## src/rtl/cache_bus_master.sv

```systemverilog
// Per-cache memory-bus initiator: optional word-by-word victim write-back, then word-by-word line fill.
// Define BUS_TIMEOUT_EN to add a per-response timeout that aborts into a sticky ERR state.

module cache_bus_master #(
    parameter int WORDWIDTH = 16,
    parameter int ADDRWIDTH = 16,
    parameter int LINEWORDS = 4,
    parameter int TIMEOUT   = 255
) (
    input  logic                           clk,
    input  logic                           reset,
    input  logic                           reqValid,
    input  logic                           reqWb,
    input  logic [ADDRWIDTH-1:0]           reqFillAddr,
    input  logic [ADDRWIDTH-1:0]           reqWbAddr,
    input  logic [LINEWORDS*WORDWIDTH-1:0] victimLine,
    output logic                           reqReady,
    output logic [LINEWORDS*WORDWIDTH-1:0] fillLine,
    output logic                           fillDone,
    output logic                           busErr,
    output logic [1:0]                     rwToBus,
    output logic [ADDRWIDTH-1:0]           addrToBus,
    output logic [WORDWIDTH-1:0]           dataToBus,
    input  logic [WORDWIDTH-1:0]           dataFromBus,
    input  logic                           rdEnFromBus,
    input  logic                           wbDoneFromBus
);

    localparam int              IDXW     = $clog2(LINEWORDS);
    localparam int              TAGW     = ADDRWIDTH - IDXW;
    localparam logic [IDXW-1:0] LAST_IDX = IDXW'(LINEWORDS - 1);

    localparam logic [1:0] IDEL = 2'b00;
    localparam logic [1:0] RD   = 2'b01;
    localparam logic [1:0] WT   = 2'b10;

    if (LINEWORDS < 2 || (LINEWORDS & (LINEWORDS - 1)) != 0 || TIMEOUT < 1) begin : g_bad_cfg
        $error("cache_bus_master: LINEWORDS must be a power of two >= 2 and TIMEOUT >= 1");
    end

    typedef enum logic [2:0] {
        S_IDLE,
        S_WB_REQ,
        S_WB_GAP,
        S_RD_REQ,
        S_RD_GAP,
        S_DONE
`ifdef BUS_TIMEOUT_EN
        , S_ERR
`endif
    } state_t;

    state_t               state, state_n;
    logic [IDXW-1:0]      idx, idx_n;
    logic [TAGW-1:0]      fill_tag, fill_tag_n;
    logic [TAGW-1:0]      wb_tag, wb_tag_n;
    logic [WORDWIDTH-1:0] victim_q [LINEWORDS];
    logic                 accept;
    logic                 rd_capture;
    logic [1:0]           rw_n;
    logic [ADDRWIDTH-1:0] addr_n;
    logic [WORDWIDTH-1:0] data_n;

`ifdef BUS_TIMEOUT_EN
    localparam int TMOW = $clog2(TIMEOUT + 1);
    logic [TMOW-1:0] tmo, tmo_n;
`endif

    // NOTE: every signal written here gets a default first, so no latch can be inferred.
    always_comb begin
        state_n    = state;
        idx_n      = idx;
        fill_tag_n = fill_tag;
        wb_tag_n   = wb_tag;
        accept     = 1'b0;
        rd_capture = 1'b0;

        case (state)
            S_IDLE: begin
                if (reqValid) begin
                    accept     = 1'b1;
                    idx_n      = '0;
                    fill_tag_n = reqFillAddr[ADDRWIDTH-1:IDXW];
                    wb_tag_n   = reqWbAddr[ADDRWIDTH-1:IDXW];
                    state_n    = reqWb ? S_WB_REQ : S_RD_REQ;
                end
            end
            S_WB_REQ: begin
                if (wbDoneFromBus) begin
                    state_n = S_WB_GAP;
                end
            end
            S_WB_GAP: begin
                if (idx == LAST_IDX) begin
                    idx_n   = '0;
                    state_n = S_RD_REQ;
                end else begin
                    idx_n   = idx + 1'b1;
                    state_n = S_WB_REQ;
                end
            end
            S_RD_REQ: begin
                if (rdEnFromBus) begin
                    rd_capture = 1'b1;
                    state_n    = S_RD_GAP;
                end
            end
            S_RD_GAP: begin
                if (idx == LAST_IDX) begin
                    state_n = S_DONE;
                end else begin
                    idx_n   = idx + 1'b1;
                    state_n = S_RD_REQ;
                end
            end
            S_DONE: begin
                state_n = S_IDLE;
            end
`ifdef BUS_TIMEOUT_EN
            S_ERR: begin
                state_n = S_ERR;
            end
`endif
            default: begin
                state_n = S_IDLE;
            end
        endcase

`ifdef BUS_TIMEOUT_EN
        // Reload on entry to a REQ state; abort on the cycle the count would hit zero.
        tmo_n = tmo;
        if ((state_n == S_WB_REQ || state_n == S_RD_REQ) && state_n != state) begin
            tmo_n = TMOW'(TIMEOUT);
        end else if ((state == S_WB_REQ || state == S_RD_REQ) && state_n == state) begin
            if (tmo == TMOW'(1)) begin
                state_n = S_ERR;
            end else begin
                tmo_n = tmo - 1'b1;
            end
        end
`endif

        // Outputs are registered, so they are derived from the state being entered.
        rw_n   = IDEL;
        addr_n = addrToBus;
        data_n = dataToBus;
        case (state_n)
            S_WB_REQ: begin
                rw_n   = WT;
                addr_n = {wb_tag_n, idx_n};
                data_n = accept ? victimLine[WORDWIDTH-1:0] : victim_q[idx_n];
            end
            S_RD_REQ: begin
                rw_n   = RD;
                addr_n = {fill_tag_n, idx_n};
            end
            default: begin
            end
        endcase
    end

    // NOTE: sequential state uses non-blocking assignments only; all decisions live in always_comb.
    always_ff @(posedge clk or negedge reset) begin
        if (!reset) begin
            state     <= S_IDLE;
            idx       <= '0;
            fill_tag  <= '0;
            wb_tag    <= '0;
            reqReady  <= 1'b1;
            fillDone  <= 1'b0;
            fillLine  <= '0;
            rwToBus   <= IDEL;
            addrToBus <= '0;
            dataToBus <= '0;
        end else begin
            state     <= state_n;
            idx       <= idx_n;
            fill_tag  <= fill_tag_n;
            wb_tag    <= wb_tag_n;
            reqReady  <= (state_n == S_IDLE);
            fillDone  <= (state_n == S_DONE);
            rwToBus   <= rw_n;
            addrToBus <= addr_n;
            dataToBus <= data_n;
            for (int i = 0; i < LINEWORDS; i++) begin
                if (rd_capture && idx == IDXW'(i)) begin
                    fillLine[i*WORDWIDTH +: WORDWIDTH] <= dataFromBus;
                end
            end
        end
    end

    // NOTE: the victim copy is pure datapath, only read after it is loaded, so it carries no reset.
    always_ff @(posedge clk) begin
        if (accept) begin
            for (int i = 0; i < LINEWORDS; i++) begin
                victim_q[i] <= victimLine[i*WORDWIDTH +: WORDWIDTH];
            end
        end
    end

`ifdef BUS_TIMEOUT_EN
    always_ff @(posedge clk or negedge reset) begin
        if (!reset) begin
            tmo    <= '0;
            busErr <= 1'b0;
        end else begin
            tmo    <= tmo_n;
            busErr <= busErr | (state_n == S_ERR);
        end
    end
`else
    assign busErr = 1'b0;
`endif

endmodule
```

## config.mk

```make
export PLATFORM = sky130hd
export DESIGN_NAME = cache_bus_master
export DESIGN_NICKNAME = d
export VERILOG_FILES = /design/src/rtl/cache_bus_master.sv
export SDC_FILE = /design/constraint.sdc
export NUM_CORES = 1
export LEC_CHECK = 0
export ABC_AREA = 1
export BUFFER_PORTS_ARGS = -buffer_cell sky130_fd_sc_hd__buf_4
export CAP_MARGIN = 20
export CORE_MARGIN = 1.5
export CORE_UTILIZATION = 47
export DETAILED_ROUTE_END_ITERATION = 12
export HOLD_SLACK_MARGIN = 0.06
export PLACE_DENSITY_LB_ADDON = 0.3
export SYNTH_ARGS = -nofsm -noshare
export SYNTH_HDL_FRONTEND = slang
export SYNTH_SLANG_ARGS = --single-unit
```

## constraint.sdc

```tcl
create_clock -name clk -period 3 [get_ports clk]
set_input_delay 0.45 -clock clk [delete_from_list [all_inputs] [get_ports clk]]
set_output_delay 0.45 -clock clk [all_outputs]
set_load 0.01 [all_outputs]
```

==> results.tsv <==
metric	value	unit
Min Hold Slack	193.4	ps
Slew Limit Headroom	0.3554	
most instantiated library cell after synthesis	nand2_1	
Worst Min Path Start	victimLine[45]	
maximum number of pins on one net before global-route repair	60	
top cells by count, synth	nand2_1, dfrtp_1, nand3_1, o21ai_0, edfxtp_1	
synth unique cells	32	
layout cells sized above 1	0.2821	
Mapped Area	0.008053	mm^2
antenna violations before repair	0	
Root Buffer	clkbuf_16	
top cell type's share of synthesized area	0.4102	
most common flop cell mapped by yosys	dfrtp_1	
worst r2r dst	dataToBus[0]	
row cnt	47	
Final WS setup	671.9	ps
fmax	0.4295	GHz
die width	133.9	um
vias in the first global route	5939	
Worst Reg-to-Reg Cells	11	
Hold Path Cell Cnt	1	
clk sinks	197	
CP Data Arrival Time	2650	ps
maximum VDD drop	0.6603	mV
initial drt markers	309	
CTS tree	built	
flop2flop setup slack	670	ps
Hold Crit Endpoint	victim_q[2][13]	
Antenna Violating Nets Remaining	0	
register area share after synthesis	0.6521	
Leak Pwr	5.157	nW
number of buffers added on ports	213	
area grow syn2layout	29.09	%
outcome	finished, final reports clean	
critical path type	register to register	
Placer Congestion	0.8030	
Critical Path Sink Type	register	
Syn Nets	930	
sw frac	0.3721	
internal power	6.786	mW
Clk pin slew, worst setup/hold paths	70	ps
asr flop ratio synth	0.6751	
RSZ-0062 raised after global routing	no	
endpoints failing setup	0	
number of flops mapped to enable cells by yosys	64	
minimum clock period	2328	ps
Detailed Routing Iterations Pass 1	5	
Hold Vio Cnt, Final	0	
Cells after Synth	806	
FF-to-FF Start	state[2]	
setup TNS	0	ps
Max Transition Viols Final	0	
final net count	1133	
Mapped Avg Cell Area	9.991	um^2
combinational cell fraction of total power	0.403	
final worst-path cycle share	0.7760	
vias per cell	4.885	
Synth area leader	dfrtp_1	
first-pass GRT wire length	30.04	mm
Psw	4.022	mW
power density over the cells	1040	mW/mm^2
Initial Util	0.4839	
final core utilization	0.6246	
GRT overflow	0	
clock skew	7.824	ps
flop and latch count out of synthesis	197	
Yosys warning total	0	
worst-margin pin slew	964.5	ps
via count	6062	
Num CTS Buffers	17	
H-tree Lvls	4	
drt wl/cell	14.68	um
GR Util All Layers	0.2146	
Setup crit start kind	register	
die height	133.9	um
Clk Latency, worst-skew pair	430	ps
core area	0.01664	mm^2
worst hold path type	primary input to register	
sequential power share	0.397	
die area	0.01793	mm^2
part of the power in the clock network	0.200	
Bufs on Longest Clock Path	2	
final wirelength	18.21	mm
n_diodes	0	
worst-path maximum fanout	41	
DPL Wire Length	12.15	mm
Place WS	657.5	ps
Crit path required time	3320	ps
DRC	0	
largest cells by area after synthesis	dfrtp_1, edfxtp_1, nand2_1	
I/O pins	219	
maxcap violations	0	
==> critical path: stages, from the launching register on <==
cell	delay [ps]
dfrtp_1	520
inv_2	130
nand3_4	190
buf_4	400
inv_4	280
or2_2	350
nand3_1	80
nand2_1	50
nand2_1	60
nand2_1	40
nand2_1	60
nand2_1	40
==> state kept, by name, indices dropped and copies added (netlist names), 3 cells and up <==
name	flops
fillLine	64
victim_q	64
addrToBus	16
dataToBus	16
fill_tag	14
wb_tag	14
state	3
==> area by class of cell <==
type                            count  area, um^2
Clock buffer                       20       457.9
Clock inverter                     11       98.84
Fill cell                        1418        6247
Inverter                           48       187.7
Multi-Input combinational cell    519        2384
Sequential cell                   197        5251
Tap cell                          220       275.3
Timing Repair Buffer              226        1740
==> power by group through the flow <==
| stage | logic [mW] | registers [mW] | clock network [mW] |
|---|---|---|---|
| 6_report | 4.35 | 4.29 | 2.17 |
| 2_1_floorplan | 2.47 | 4.53 | 0 |
| 3_3_place_gp | 4.30 | 4.30 | 0 |
| 4_1_cts | 4.42 | 4.29 | 2.22 |
| 3_5_place_dp | 4.41 | 4.32 | 0 |
| 5_1_grt | 4.91 | 4.39 | 2.32 |
==> timing repair <==
action | in CTS | in global routing
hold buffers | 1 | 0
buffers inserted | 0 | 0
gates resized for setup | 0 | 0
endpoints found under the hold margin | 46 | 0
==> metrics by stage <==
| step | area [um^2] | cells | total power [mW] |
|---|---|---|---|
| 2_1_floorplan | 8054 | 806 | 6.993 |
| 3_3_place_gp | 9828 | 1209 | 8.598 |
| 3_5_place_dp | 9828 | 1209 | 8.731 |
| 4_1_cts | 10400 | 1241 | 10.92 |
| 5_1_grt | 10400 | 1241 | 11.62 |
| 6_report | 10400 | 1241 | 10.81 |
==> metal layers <==
layer	track usage	wire, um	up-vias
met5	0	0	-
met3	0.05140	1175	25
met2	0.3479	8800	202
met4	0.07911	350	0
met1	0.2826	7886	2827
li1	-	-	3008
==> worst max path at each step <==
stage                     startpoint  slack, ps  cells after the start        endpoint
after floorplan             state[1]        780                      5  victim_q[0][0]
after global placement      state[2]        690                     11    dataToBus[0]
after detailed placement    state[2]        660                     11    dataToBus[0]
after CTS                   state[2]        650                     11    dataToBus[0]
after global routing        state[1]        460                      9    dataToBus[5]
final                       state[2]        670                     11    dataToBus[0]
==> cells in the final DEF, fill, tap and decap left out, drive strengths merged <==
master and count:
clkinvlp 2, or2 3, dlygate4sd3 1, clkinv 4
nor2 15, nand2 318, conb 1, nor3 2
dfstp 1, bufinv 1, buf 225, ha 6
nand3b 15, clkbuf 20, edfxtp 64, a21oi 5
inv 52, dfrtp 132, nand3 86, o21ai 68
==> logic make-up after synthesis <==
| kind of cell | count (synthesis) | share of synthesized area |
|---|---|---|
| simple gates | 439 | 0.2401 |
| flops | 197 | 0.6521 |
| buf+inv | 90 | 0.05220 |
| compound gates | 73 | 0.04584 |
| fa+ha+maj | 6 | 0.009322 |
| other cells | 1 | 0.0004657 |
No activity file was read; power rests on OpenSTA's default activity.
